`src/rtl/uart_tx_arbiter.sv`:
```
// Round-robin scheduler sharing one UART transmitter between NUM_REQ byte producers.
// Issues a start pulse per granted byte, then waits for frame-finished or a watchdog abort.
module uart_tx_arbiter #(
  parameter int unsigned NUM_REQ    = 4,
  parameter int unsigned TIMEOUT    = 2048,
  parameter int unsigned GAP_CYCLES = 0
) (
  input  logic                 iCLK,
  input  logic                 iRST_N,
  input  logic [NUM_REQ-1:0]   iREQ,
  input  logic [8*NUM_REQ-1:0] iDATA,
  output logic [NUM_REQ-1:0]   oACK,
  output logic [NUM_REQ-1:0]   oDONE,
  output logic                 oERR,
  output logic [2:0]           oERR_ID,
  output logic                 oBUSY,
  output logic                 oT,
  output logic [7:0]           oTDATA,
  input  logic                 iTFIN
);

  localparam int unsigned PtrW = (NUM_REQ > 1) ? $clog2(NUM_REQ) : 1;
  localparam int unsigned WdW  = (TIMEOUT > 1) ? $clog2(TIMEOUT) : 1;
  localparam bit HasGap = (GAP_CYCLES != 0);
  localparam logic [WdW-1:0]  WdLast  = WdW'(TIMEOUT - 1);
  localparam logic [7:0]      GapLast = 8'(GAP_CYCLES - 1);
  localparam logic [PtrW-1:0] PtrLast = PtrW'(NUM_REQ - 1);

  typedef enum logic [1:0] {StIdle, StWait, StGap} state_e;

  state_e          state_q;
  logic [PtrW-1:0] ptr_q;
  logic [PtrW-1:0] gnt_q;
  logic [WdW-1:0]  wdog_q;
  logic [7:0]      gap_q;

  logic            found;
  logic [PtrW-1:0] sel;
  logic [PtrW-1:0] cand;
  int unsigned     idx;
  logic            frame_end;

  // First asserted request at or after ptr_q, wrapping.
  always_comb begin
    found = 1'b0;
    sel   = '0;
    cand  = '0;
    idx   = 0;
    for (int unsigned i = 0; i < NUM_REQ; i++) begin
      idx = 32'(ptr_q) + i;
      if (idx >= NUM_REQ) idx = idx - NUM_REQ;
      cand = PtrW'(idx);
      if (!found && iREQ[cand]) begin
        found = 1'b1;
        sel   = cand;
      end
    end
  end

  // A finish pulse coinciding with expiry wins over the abort.
  assign frame_end = iTFIN || (wdog_q == WdLast);

  always_ff @(posedge iCLK or negedge iRST_N) begin
    if (!iRST_N) begin
      state_q <= StIdle;
      ptr_q   <= '0;
      gnt_q   <= '0;
      wdog_q  <= '0;
      gap_q   <= '0;
      oACK    <= '0;
      oDONE   <= '0;
      oERR    <= 1'b0;
      oERR_ID <= 3'd0;
      oBUSY   <= 1'b0;
      oT      <= 1'b0;
      oTDATA  <= 8'h00;
    end else begin
      oACK  <= '0;
      oDONE <= '0;
      oERR  <= 1'b0;
      oT    <= 1'b0;
      unique case (state_q)
        StIdle: begin
          if (found) begin
            oTDATA  <= iDATA[{sel, 3'b000} +: 8];
            oACK    <= NUM_REQ'(1) << sel;
            oT      <= 1'b1;
            gnt_q   <= sel;
            ptr_q   <= (sel == PtrLast) ? '0 : sel + 1'b1;
            wdog_q  <= '0;
            oBUSY   <= 1'b1;
            state_q <= StWait;
          end
        end
        StWait: begin
          if (frame_end) begin
            if (iTFIN) begin
              oDONE <= NUM_REQ'(1) << gnt_q;
            end else begin
              oERR    <= 1'b1;
              oERR_ID <= 3'(gnt_q);
            end
            if (HasGap) begin
              gap_q   <= '0;
              state_q <= StGap;
            end else begin
              oBUSY   <= 1'b0;
              state_q <= StIdle;
            end
          end else begin
            wdog_q <= wdog_q + 1'b1;
          end
        end
        StGap: begin
          if (gap_q == GapLast) begin
            oBUSY   <= 1'b0;
            state_q <= StIdle;
          end else begin
            gap_q <= gap_q + 1'b1;
          end
        end
        default: begin
          oBUSY   <= 1'b0;
          state_q <= StIdle;
        end
      endcase
    end
  end

endmodule
```
`config.mk`:
```
export PLATFORM = sky130hd
export DESIGN_NAME = uart_tx_arbiter
export DESIGN_NICKNAME = d
export VERILOG_FILES = /design/src/rtl/uart_tx_arbiter.sv
export SDC_FILE = /design/constraint.sdc
export NUM_CORES = 1
export LEC_CHECK = 0
export CORE_MARGIN = 8
export CORE_UTILIZATION = 49
export CTS_CLUSTER_DIAMETER = 200
export DETAILED_ROUTE_END_ITERATION = 8
export HOLD_SLACK_MARGIN = 0.08
export PLACE_DENSITY = 0.84
export SYNTH_ARGS = -nofsm -noshare
export SYNTH_HDL_FRONTEND = slang
export SYNTH_SLANG_ARGS = --single-unit
```
`constraint.sdc`:
```
create_clock -name iCLK -period 3.8 [get_ports iCLK]
set_input_delay 1.14 -clock iCLK [delete_from_list [all_inputs] [get_ports iCLK]]
set_output_delay 1.14 -clock iCLK [all_outputs]
set_load 0.01 [all_outputs]
```
# Yosys cells after proc, flatten, opt, wreduce, memory -nomap -nowiden
# Index checks and enable logic that the tools add are counted.
[totals] ff_bits=46 inputBits=39 output_inout_bits=22 elab_cells=100
[op_classes] addsub=10 magnitude_cmp=8 n_eq_ne=9 shifts=3 n_mux=42 bitwise=2 n_reduce_logical=14
[ops] operator="$shiftx 32x6->8" count=1
[ops] operator="$mux 2" count=12
[ops] operator="$mux 11" count=2
[ops] operator="$pmux 11 s2" count=1
[ops] operator="$mux 4" count=5
[ops] operator="$mux 1" count=16
[ops] operator="$lt 2x3->1 const B" count=4
[ops] operator="$add 11x1->11 const B" count=1
[ops] operator="$eq 11x11->1 const B" count=1
[ops] operator="$ge 3x3->1 const B" count=3
[ops] operator="$reduce_and 3->1" count=3
[ops] operator="$add 8x1->8 const B" count=1
[ops] operator="$bmux 1 s2" count=4
[ops] operator="$eq 8x8->1 const B" count=1
[ops] operator="$ne 2x2->1 const B" count=4
[ops] operator="$shl 1x2->4 const A" count=2
[ops] operator="$sub 2x1->2 const B" count=4
[ops] operator="$add 2x2->3 const B" count=2
[ops] operator="$pmux 2 s3" count=1
[ops] operator="$eq 2x2->1 const B" count=2
[ops] operator="$reduce_and 2->1" count=2
[ops] operator="$add 2x1->3 const B" count=1
[ops] operator="$ge 2x3->1 const B" count=1
[ops] operator="$logic_and 1x1->1" count=3
[ops] operator="other kinds (8)" count=11

# Logic depth before layout (Yosys ltp)
# Gate-level depths: netlist of run 1.
[depth] word_depth=17 ltp_mapped=8

# Least setup slack after synthesis of run 1
# No wires, ideal clock.
[synth_path] kind="input-to-reg" from="input port iREQ[2]" to="register ptr_q[0]" setup_time_ns=0.096 arrival_time_ns=2.440 required_ns=3.704 slack_ns=1.265 stages=6 cell_sequence="nor2b_1 a21boi_0 o32ai_1 inv_2 ha_1 o31ai_1"
[synth_via] elab_chain_cells=14 word_cells_on_any_way=26 cone_classes="add/sub: 1; eq/ne: 1; mux: 17; reduce/logical: 7"
[synth_lines] element="start: declaration" line_no="10" text="input logic [NUM_REQ-1:0] iREQ,"
[synth_lines] element="$bmux 1 s2" line_no="53" text="if (!found && iREQ[cand]) begin"
[synth_lines] element="$mux 1 (implied by the code)" line_no="53"
[synth_lines] element="$mux 1" line_no="53"
[synth_lines] element="$logic_not 1->1" line_no="53"
[synth_lines] element="$logic_and 1x1->1" line_no="53"
[synth_lines] element="$mux 1" line_no="53"
[synth_lines] element="$logic_not 1->1" line_no="53"
[synth_lines] element="$logic_and 1x1->1" line_no="53"
[synth_lines] element="$mux 1" line_no="53"
[synth_lines] element="$logic_not 1->1" line_no="53"
[synth_lines] element="$logic_and 1x1->1" line_no="53"
[synth_lines] element="$mux 2" line_no="53"
[synth_lines] element="$add 2x1->2 or $eq 2x2->1 (tied branches)" line_no="89" text="ptr_q <= (sel == PtrLast) ? '0 : sel + 1'b1;"
[synth_lines] element="$mux 2" line_no="89"
[synth_lines] element="end signal: assignment" line_no="89"
[synth_lines] element="end: declaration" line_no="32" text="logic [PtrW-1:0] ptr_q;"
# Parallel ways exist; a longest one is shown, timed or not. The select of a mux whose other input is x is not followed.
# A chain may end at the register's enable or synchronous reset.

# Worst setup path in the final report of run 1
[layout_path] from="input port iREQ[1]" to="register ptr_q[0]"
# The elaborated chain is that of the path after synthesis.

==> out/metrics.csv, run 1 <==
stage,metric,value,unit
clock_tree,clock latency on the worst-skew pair,290,ps
worst_setup_path,"setup slack, reg-to-reg",1750,ps
synthesis,syn avg cell area,9.90,um2
power_and_ir_drop,VDD IR-drop max,324,uV
hold_path,hold depth,2,
die,# IOs,61,
routing,routed len/inst,15.5,um
routing,Via density,5.51,
run,Max-Cap Viols,0,
layout,# diodes,0,
placed_design,Post-Place Cell Area,2510,um2
clock_tree,"Reg clk slew, reported paths",80,ps
power_and_ir_drop,Leak,1.09,nW
synthesis,Synthesized Nets,232,
placed_design,Placer Congestion,0.793,
sta,final setup vio count,0,
sta,final-report hold violation count,0,
synthesis,Synth area leader,dfrtp_1,
layout,design area,2630,um2
power_and_ir_drop,Pwr Total,1.63,mW
layout,final net count,292,
worst_setup_path,crit end category,flip-flop,
worst_setup_path,R2R Path End,wdog_q[3]$_DFFE_PN0P_,
sta,RSZ-0062 raised after global routing,false,
sta,fmax,344,MHz
sta,worst hold slack,478,ps
worst_setup_path,Worst path top cell family by delay,buffers and inverters,
sta,max_slew headroom,59.5,%
hold_path,Tightest Hold Check Type,flip-flop to flip-flop,
sta,fin crit period,2910,ps
routing,DR DRC count,0,
synthesis,Netlist cell types,41,
routing,Initial DRC Count,89,
sta,Worst Slack Setup Final,891,ps
clock_tree,setup bufs post-CTS,0,
layout,# fillers,277,
synthesis,share of the synthesized area in the top cell type,47.7,%
clock_tree,CTS tree,yes,
worst_setup_path,Crit Path Class,input port to flip-flop,
clock_tree,CTS Sinks,36,
hold_path,Worst Hold End,oTDATA[2]$_DFFE_PN0P_,
placed_design,Port Buf Inserts,59,
sta,setup_tns,0,ps
clock_tree,root buffer cell,clkbuf_8,
clock_tree,post-cts sizing count,0,
worst_setup_path,number of cells on the critical path,8,
clock_tree,CTS Hold Buffers Added,0,
die,Die ar.,6100,um2
sta,"Slew Viols, Final",0,
global_routing,antenna violations before repair,0,
layout,layout cells sized above 1,9.13,%
synthesis,gate count of the mapped netlist,191,
die,Initial Util,51.3,%
clock_tree,TritonCTS Buffers,5,
placed_design,Post-DP HPWL,3440,um
global_routing,largest net degree at the start of global routing,37,
routing,Routed WL,4640,um
worst_setup_path,critical-path cell list,clkdlybuf4s50_1 -> nor2b_1 -> a21boi_0 -> o32ai_1 -> buf_4 -> inv_2 -> ha_1 -> o31ai_1,
placed_design,Place WS,585,ps
sta,slew of the pin with the lowest slew margin,607,ps
worst_setup_path,crit-path max cell delay,530,ps
synthesis,register bit total from synthesis,36,
worst_setup_path,crit path launch type,input port,
synthesis,Mapped Area,1890,um2
layout,Area Overhead vs Synth,38.8,%
die,num rows,22,
die,Die Y,78.1,um
worst_setup_path,Worst EP required,4000,ps
synthesis,register area share after synthesis,47.7,%
routing,drt first pass iters,4,
die,Die W,78.1,um
worst_setup_path,Critical Path AT,3110,ps
synthesis,YS warnings,0,
worst_setup_path,reg-to-reg startpoint,wdog_q[0]$_DFFE_PN0P_,
global_routing,grt total ovfl,0,
routing,Final ANT Viol Nets,0,
worst_setup_path,CP max stage cell,clkdlybuf4s50_1,
sta,Final period util,76.6,%
global_routing,vias in the first global route,1724,
worst_setup_path,worst reg2reg path depth,6,
hold_path,hold path start,oTDATA[2]$_DFFE_PN0P_,
worst_setup_path,"Buf+Inv Stages, Crit Path",3,
sta,Setup Skew,7.78,ps
layout,Finished Core Util,71.2,%
layout,Post-Layout Cell Count,300,
clock_tree,Clock Path Buffers,2,
placed_design,DP Cell Count,292,
worst_setup_path,crit-path max FO,12,
status,status,"complete, no violations",
die,core area,3690,um2
global_routing,GRT Util Overall,16.1,%
clock_tree,CTS H-tree depth,2,
routing,Vias,1653,
global_routing,first-pass GRT wire length,7980,um
synthesis,Synth area leaders,"dfrtp_1 (48%), nor3b_1 (6.4%), a211oi_1 (6.0%), o31ai_1 (4.4%), nand2_1 (4.2%)",
power_and_ir_drop,Pwr Density,621,nW/um2
## worst max path at each step
stage,to,slack (ps),start
CTS,ptr_q[0]$_DFFE_PN0P_,880,iREQ[1]
global placement,ptr_q[1]$_DFFE_PN0P_,660,iREQ[0]
detailed placement,ptr_q[0]$_DFFE_PN0P_,590,iREQ[1]
global route,oTDATA[3]$_DFFE_PN0P_,730,iREQ[0]
finish,ptr_q[0]$_DFFE_PN0P_,890,iREQ[1]
floorplan,ptr_q[0]$_DFFE_PN0P_,1260,iREQ[2]
## flip-flops by register name, summed over array words and instances (netlist names)
| register | cells |
|---|---|
| oDONE | 4 |
| gnt_q | 2 |
| oT | 1 |
| oERR | 1 |
| ptr_q | 2 |
| oBUSY | 1 |
| wdog_q | 11 |
| oERR_ID | 2 |
| oACK | 4 |
| oTDATA | 8 |
## routing by layer
layer | track usage, % | wire length, um | up-vias
met3 | 6.15 | 285 | 17
met2 | 25.1 | 2220 | 51
li1 | - | - | 809
met1 | 18.7 | 1950 | 776
met5 | 0 | 0 | -
met4 | 8.52 | 188 | 0
## logic make-up after synthesis
logic type | Yosys count | share of synthesized area (%)
buf+inv | 18 | 4.83
mux | 3 | 1.79
fa+ha+maj | 2 | 1.32
xor+xnor | 2 | 0.927
simple gates | 74 | 22.2
other cells | 1 | 0.198
compound gates | 55 | 21.0
flops | 36 | 47.7
## synthesized netlist by cell type, drive strengths merged
master,count
conb,1
ha,2
a211oi,17
a31oi,1
o21ai,13
a21o,1
o21a,1
and2,4
and4,1
nand2,21
and3,3
o31ai,13
buf,9
o32ai,1
nor2,9
nand4,1
xnor2,2
or2,1
nor2b,5
a21boi,1
nand3,4
dfrtp,36
nor3,6
nor4,1
a41o,1
a21oi,5
nand2b,2
o211ai,1
nor3b,16
mux2,3
inv,7
clkbuf,2
## worst min-delay path, cell delays in order (launching register included)
cell	delay (ps)
dfrtp_1	340
nand2_1	50
o31ai_1	50
## final cells by class
class | instances | area [um2] | share of cell area [%]
flip-flops and latches | 36 | 901 | 34.3
well taps | 48 | 60.1 | 2.29
clock buffers | 5 | 68.8 | 2.62
multi-input cells | 137 | 898 | 34.2
repair buffers | 64 | 628 | 23.9
inverters | 7 | 26.3 | 1.00
clock inverters | 3 | 42.5 | 1.62
## where the power goes
part | internal, mW | leakage [nW] | switching [mW]
logic | 0.339 | 0.568 | 0.384
clock network | 0.194 | 0.0541 | 0.139
registers | 0.491 | 0.472 | 0.0827
total | 1.02 | 1.09 | 0.606
## cell usage in the layout (no fill, tap or decap), types with 3 or more instances in the layout
cell type / synthesis / routed
nor3_1: 6 / 6
nor2b_1: 4 / 4
dfrtp_1: 36 / 36
nor3b_1: 16 / 16
a21oi_1: 5 / 5
nand3_1: 4 / 4
and2_1: 4 / 4
mux2_2: 3 / 3
nand2_1: 21 / 21
nor2_1: 9 / 9
inv_1: 6 / 6
and3_1: 3 / 3
o31ai_1: 11 / 11
clkdlybuf4s50_1: 0 / 59
clkbuf_8: 0 / 5
a211oi_1: 15 / 15
o21ai_0: 12 / 12
buf_4: 1 / 5
(Power assumes the default switching activity.)
==> inputs of run 2 (changes only) <==
--- a/config.mk
+++ b/config.mk
@@ -6,11 +6,11 @@
 export NUM_CORES = 1
 export LEC_CHECK = 0
 export CORE_MARGIN = 8
-export CORE_UTILIZATION = 49
+export CORE_UTILIZATION = 46
 export CTS_CLUSTER_DIAMETER = 200
 export DETAILED_ROUTE_END_ITERATION = 8
 export HOLD_SLACK_MARGIN = 0.08
-export PLACE_DENSITY = 0.84
+export PLACE_DENSITY = 0.8
 export SYNTH_ARGS = -nofsm -noshare
 export SYNTH_HDL_FRONTEND = slang
 export SYNTH_SLANG_ARGS = --single-unit
==> constraint.sdc (replaced) <==
create_clock -name iCLK -period 3.04 [get_ports iCLK]
set_input_delay 0.912 -clock iCLK [delete_from_list [all_inputs] [get_ports iCLK]]
set_output_delay 0.912 -clock iCLK [all_outputs]
set_load 0.01 [all_outputs]
==> out/metrics.csv, run 2 (synthesized netlist as in run 1, its figures left out) <==
stage,metric,value,unit,change
routing,Routed WL,4800,um,+3.4%
clock_tree,clock latency on the worst-skew pair,290,ps,about the same
run,Max-Cap Viols,0,,unchanged
global_routing,vias in the first global route,1620,,-6.0%
worst_setup_path,Crit Path Class,input port to flip-flop,,
routing,DR DRC count,0,,unchanged
worst_setup_path,Worst EP required,3240,ps,-760 ps
layout,final net count,293,,+0.34%
sta,RSZ-0062 raised after global routing,false,,
routing,Via density,5.49,,-0.33%
sta,fmax,369,MHz,
die,Die ar.,6420,um2,+5.2%
layout,design area,2620,um2,-0.19%
layout,"most common cell after layout, fill and taps aside",clkdlybuf4s50_1,,
routing,routed len/inst,15.8,um,+2.4%
routing,drt first pass iters,4,,unchanged
clock_tree,post-cts sizing count,0,,unchanged
die,core area,3970,um2,+7.7%
global_routing,grt total ovfl,0,,unchanged
hold_path,Tightest Hold Check Type,flip-flop to flip-flop,,
routing,Final ANT Viol Nets,0,,unchanged
die,num rows,23,,+4.5%
status,status,"complete, no violations",,
global_routing,gr busiest metal,met2,,
die,Initial Util,47.6,%,-3.6 points
global_routing,M2 GR Usage,25.5,%,+0.36 points
clock_tree,root buffer cell,clkbuf_8,,
power_and_ir_drop,Pwr Density,770,nW/um2,+24%
sta,fin crit period,2710,ps,
sta,setup_tns,0,ps,unchanged
global_routing,GRT Util Overall,15.4,%,-0.69 points
layout,Area Overhead vs Synth,38.6,%,
die,# IOs,61,,unchanged
layout,Finished Core Util,66.0,%,-5.2 points
worst_setup_path,crit-path max FO,17,,+5
global_routing,GR Layer Usage met1,18.5,%,-0.18 points
layout,highest-count cells in the layout ignoring fill and taps,"clkdlybuf4s50_1 (58), dfrtp_1 (36), nand2_1 (21)",,
placed_design,Post-Place Cell Area,2530,um2,+0.50%
routing,Vias,1664,,+0.67%
layout,Top reg by flops,wdog_q,,
layout,# diodes,0,,unchanged
sta,Setup Skew,3.96,ps,-3.82 ps
die,Die W,80.1,um,+2.6%
global_routing,antenna violations before repair,0,,unchanged
placed_design,Placer Congestion,0.777,,-2.0%
clock_tree,TritonCTS Buffers,5,,unchanged
sta,Final period util,89.2,%,
clock_tree,CTS Sinks,36,,unchanged
routing,Initial DRC Count,95,,+6.7%
sta,final-report hold violation count,0,,unchanged
layout,biggest regs,"wdog_q (11), oTDATA (8)",,
power_and_ir_drop,VDD IR-drop max,372,uV,+15%
clock_tree,Clock Path Buffers,2,,unchanged
sta,max_slew headroom,48.7,%,-11 points
clock_tree,"Reg clk slew, reported paths",70,ps,about the same
sta,slew of the pin with the lowest slew margin,770,ps,+163 ps
clock_tree,CTS H-tree depth,2,,unchanged
global_routing,largest net degree at the start of global routing,37,,unchanged
clock_tree,CTS Hold Buffers Added,0,,unchanged
global_routing,first-pass GRT wire length,7850,um,-1.6%
placed_design,Post-DP HPWL,3590,um,+4.2%
worst_setup_path,crit path launch type,input port,,
worst_setup_path,Critical Path AT,2910,ps,-200 ps
die,Die Y,80.1,um,+2.6%
sta,final setup vio count,0,,unchanged
clock_tree,setup bufs post-CTS,0,,unchanged
sta,"Slew Viols, Final",0,,unchanged
layout,# fillers,348,,+26%
global_routing,grt met3 use,3.35,%,-2.8 points
layout,layout cells sized above 1,9.88,%,+0.75 points
placed_design,Port Buf Inserts,59,,unchanged
power_and_ir_drop,Leak,1.09,nW,-0.29%
worst_setup_path,crit end category,flip-flop,,
layout,max FFs per register,11,,unchanged
clock_tree,CTS tree,yes,,
run 2: changes by cell type in the layout (fill, tap and decap cells not counted):
cell and delta:
buf_4 +1, clkbuf_1 +1, buf_2 +1, clkdlybuf4s50_1 -1, o32ai_2 +1, clkinv_2 -1, clkbuf_8 +1, o32ai_1 -1
bufinv_16 -1
run 2: layout make-up:
class | instances | area (um2) | share of cell area, %
Tap cell | 50 | 62.6 | 2.39
Timing Repair Buffer | 65 | 631 | 24.1
Clock buffer | 7 | 86.3 | 3.30
Sequential cell | 36 | 901 | 34.4
Clock inverter | 1 | 7.51 | 0.287
Multi-Input combinational cell | 137 | 906 | 34.6
Inverter | 7 | 26.3 | 1.00
run 2: critical path, cell delays in order:
cell             delay, ps
clkdlybuf4s50_1        500
nor2b_1                360
a211oi_4                80
or2_1                  460
ha_1                   320
o31ai_1                260
run 2: path summary, 6_finish.rpt:
check	depth (start not counted)	slack, ps	start	end
setup / recovery	6	330	iREQ[2]	ptr_q[0]$_DFFE_PN0P_
hold / removal	2	480	oTDATA[5]$_DFFE_PN0P_	oTDATA[5]$_DFFE_PN0P_
setup reg to reg	5	1020	ptr_q[0]$_DFFE_PN0P_	ptr_q[0]$_DFFE_PN0P_
hold reg to reg	2	480	oTDATA[5]$_DFFE_PN0P_	oTDATA[5]$_DFFE_PN0P_
max in group asynchronous	1	1860	iRST_N	wdog_q[6]$_DFFE_PN0P_
min in group asynchronous	1	690	iRST_N	wdog_q[5]$_DFFE_PN0P_
run 2: through the flow:
| stage | hold WS, ps | setup WS (ps) | power, mW | instances |
|---|---|---|---|---|
| 2_1_floorplan | 452 | 733 | 1.28 | 191 |
| 3_3_place_gp | 462 | 125 | 1.63 | 295 |
| 3_5_place_dp | 470 | 29.4 | 1.67 | 295 |
| 4_1_cts | 482 | 334 | 2.03 | 303 |
| 5_1_grt | 509 | 186 | 2.16 | 303 |
| 6_report | 478 | 330 | 2.02 | 303 |
run 2: routing by layer:
layer / routed length, um / share of wire (%) / up-vias
li1: - / - / 814
met1: 1940 / 40 / 795
met2: 2510 / 52 / 47
met3: 273 / 5.7 / 8
met4: 83 / 1.7 / 0
met5: 0 / 0 / -
run 2: report_power, final:
group | switching (mW) | internal (mW) | leakage (nW) | total [mW]
sequential | 0.109 | 0.614 | 0.472 | 0.722
clock | 0.175 | 0.184 | 0.0445 | 0.360
combinational | 0.494 | 0.440 | 0.574 | 0.935
total | 0.778 | 1.24 | 1.09 | 2.02
==> inputs of run 3 (changes only) <==
==> config.mk (replaced) <==
export PLATFORM = sky130hd
export DESIGN_NAME = uart_tx_arbiter
export DESIGN_NICKNAME = d
export VERILOG_FILES = /design/src/rtl/uart_tx_arbiter.sv
export SDC_FILE = /design/constraint.sdc
export NUM_CORES = 1
export LEC_CHECK = 0
export ABC_CLOCK_PERIOD_IN_PS = 3040
export CORE_MARGIN = 8
export CORE_UTILIZATION = 44
export DETAILED_ROUTE_END_ITERATION = 8
export HOLD_SLACK_MARGIN = 0.08
export PLACE_DENSITY = 0.77
export SYNTH_ARGS = -nofsm -noshare
export SYNTH_HDL_FRONTEND = slang
export SYNTH_SLANG_ARGS = --single-unit
==> out/metrics.csv, run 3 (synthesized netlist as in run 1, its figures left out) <==
stage,metric,value,unit,change
placed_design,Port Buf Inserts,59,,unchanged
worst_setup_path,crit end category,flip-flop,,
sta,Setup Skew,4.65,ps,+0.691 ps
worst_setup_path,Worst EP required,3220,ps,-20 ps
sta,setup_tns,0,ps,unchanged
routing,drt first pass iters,4,,unchanged
die,Die W,81.6,um,+1.8%
layout,Post-Layout Cell Count,304,,+0.33%
clock_tree,CTS Sinks,36,,unchanged
global_routing,GRT Util Overall,14.7,%,-0.70 points
layout,layout cells sized above 1,9.52,%,-0.36 points
clock_tree,CTS H-tree depth,2,,unchanged
die,Die ar.,6650,um2,+3.6%
layout,sequential cell area,901,um2,unchanged
worst_setup_path,crit-path max FO,10,,-7
layout,biggest regs,"wdog_q (11), oTDATA (8)",,
routing,Routed WL,4660,um,-2.9%
clock_tree,TritonCTS Buffers,5,,unchanged
clock_tree,setup bufs post-CTS,0,,unchanged
global_routing,largest net degree at the start of global routing,37,,unchanged
die,# IOs,61,,unchanged
worst_setup_path,Critical Path AT,2880,ps,-30 ps
routing,Initial DRC Count,83,,-13%
die,Die Y,81.6,um,+1.8%
layout,Area Overhead vs Synth,37.9,%,
worst_setup_path,CP max stage cell,clkdlybuf4s50_1,,
sta,final-report hold violation count,0,,unchanged
placed_design,Placer Congestion,0.760,,-2.2%
worst_setup_path,critical-path cell list,clkdlybuf4s50_1 -> nor2b_1 -> a21boi_0 -> o32ai_2 -> inv_2 -> ha_1 -> o31ai_1,,
sta,final setup vio count,0,,unchanged
global_routing,vias in the first global route,1662,,+2.6%
layout,# fillers,370,,+6.3%
run,Max-Cap Viols,0,,unchanged
routing,Via density,5.45,,-0.81%
clock_tree,"Reg clk slew, reported paths",60,ps,about the same
global_routing,grt total ovfl,0,,unchanged
worst_setup_path,Crit Path Class,input port to flip-flop,,
routing,Final ANT Viol Nets,0,,unchanged
layout,Top reg by flops,wdog_q,,
sta,fmax,370,MHz,+0.24%
sta,slew of the pin with the lowest slew margin,783,ps,+12.5 ps
power_and_ir_drop,Leak,1.09,nW,-0.31%
status,status,"complete, no violations",,
clock_tree,root buffer cell,clkbuf_8,,
clock_tree,clock latency on the worst-skew pair,280,ps,about the same
layout,# diodes,0,,unchanged
sta,"Slew Viols, Final",0,,unchanged
layout,"most common cell after layout, fill and taps aside",clkdlybuf4s50_1,,
power_and_ir_drop,Pwr Density,750,nW/um2,-2.5%
global_routing,antenna violations before repair,0,,unchanged
clock_tree,CTS tree,yes,,
worst_setup_path,"setup slack, reg-to-reg",1050,ps,+30 ps
worst_setup_path,crit path launch type,input port,,
clock_tree,Clock Path Buffers,2,,unchanged
layout,area of the multi-input gates,906,um2,unchanged
routing,Vias,1656,,-0.48%
routing,routed len/inst,15.3,um,-3.2%
die,num rows,24,,+4.3%
placed_design,DP Cell Count,297,,+0.68%
global_routing,first-pass GRT wire length,7640,um,-2.7%
layout,final net count,293,,unchanged
hold_path,Tightest Hold Check Type,flip-flop to flip-flop,,
die,core area,4230,um2,+6.6%
placed_design,Post-DP HPWL,3620,um,+1.0%
sta,max_slew headroom,47.8,%,-0.83 points
sta,Final period util,88.9,%,-0.21 points
routing,DR DRC count,0,,unchanged
clock_tree,CTS Hold Buffers Added,0,,unchanged
die,Initial Util,44.7,%,-3.0 points
sta,RSZ-0062 raised after global routing,false,,
power_and_ir_drop,VDD IR-drop max,285,uV,-23%
clock_tree,post-cts sizing count,0,,unchanged
layout,max FFs per register,11,,unchanged
sta,fin crit period,2700,ps,-6.41 ps
worst_setup_path,crit-path max cell delay,530,ps,+30 ps
layout,highest-count cells in the layout ignoring fill and taps,"clkdlybuf4s50_1 (58), dfrtp_1 (36), nand2_1 (21)",,
-- run 3: cell types whose count changed in the layout (fill, tap and decap cells not counted) --
cell / previous run / this run
clkinv_2: 0 / 1
clkbuf_8: 6 / 5
clkinvlp_4: 1 / 0
-- run 3: path summary, 6_finish.rpt --
| kind | startpoint | endpoint | cells after the start |
|---|---|---|---|
| worst min-delay path | oTDATA[7]$_DFFE_PN0P_ | oTDATA[7]$_DFFE_PN0P_ | 2 |
| min in group asynchronous | iRST_N | wdog_q[4]$_DFFE_PN0P_ | 1 |
| worst min register to register | oTDATA[7]$_DFFE_PN0P_ | oTDATA[7]$_DFFE_PN0P_ | 2 |
| max in group asynchronous | iRST_N | oACK[3]$_DFF_PN0_ | 1 |
| worst max register to register | ptr_q[0]$_DFFE_PN0P_ | ptr_q[0]$_DFFE_PN0P_ | 5 |
| worst max-delay path | iREQ[1] | ptr_q[0]$_DFFE_PN0P_ | 7 |
-- run 3: layout make-up --
class,instances,share of cell area [%]
Timing Repair Buffer,65,24.2
Clock buffer,6,2.78
Inverter,7,1.01
Multi-Input combinational cell,137,34.8
Sequential cell,36,34.6
Clock inverter,1,0.192
Tap cell,52,2.50
-- run 3: per-stage QoR --
stage | power (mW) | utilization (%) | setup slack, ps | hold slack, ps | area (um2)
finish | 1.96 | 61.6 | 336 | 478 | 2610
global route | 2.11 | 61.6 | 199 | 512 | 2610
CTS | 1.98 | 61.6 | 334 | 480 | 2610
detailed placement | 1.66 | 59.7 | 35.3 | 466 | 2530
global placement | 1.63 | 59.7 | 93.8 | 462 | 2530
floorplan | 1.28 | - | 733 | 452 | 1890
-- run 3: power breakdown --
part	total, mW	internal [mW]	switching, mW	leakage [nW]
sequential	0.722	0.614	0.108	0.472
combinational	0.921	0.439	0.482	0.574
clock	0.312	0.156	0.157	0.0410
total	1.96	1.21	0.747	1.09
-- run 3: critical path: cells and delay by family --
family	cells	cell delay (ps)
and+or+nand+nor	1	110
buffers and inverters	2	720
adders and majority gates	1	250
AOI/OAI and AO/OA	3	880
-- run 3: metal layers --
layer | vias to the layer above | GRT usage [%] | wire length, um
met3 | 8 | 5.03 | 382
met2 | 55 | 23.5 | 2210
li1 | 812 | - | -
met4 | 0 | 7.32 | 99
met5 | - | 0 | 0
met1 | 781 | 17.3 | 1970
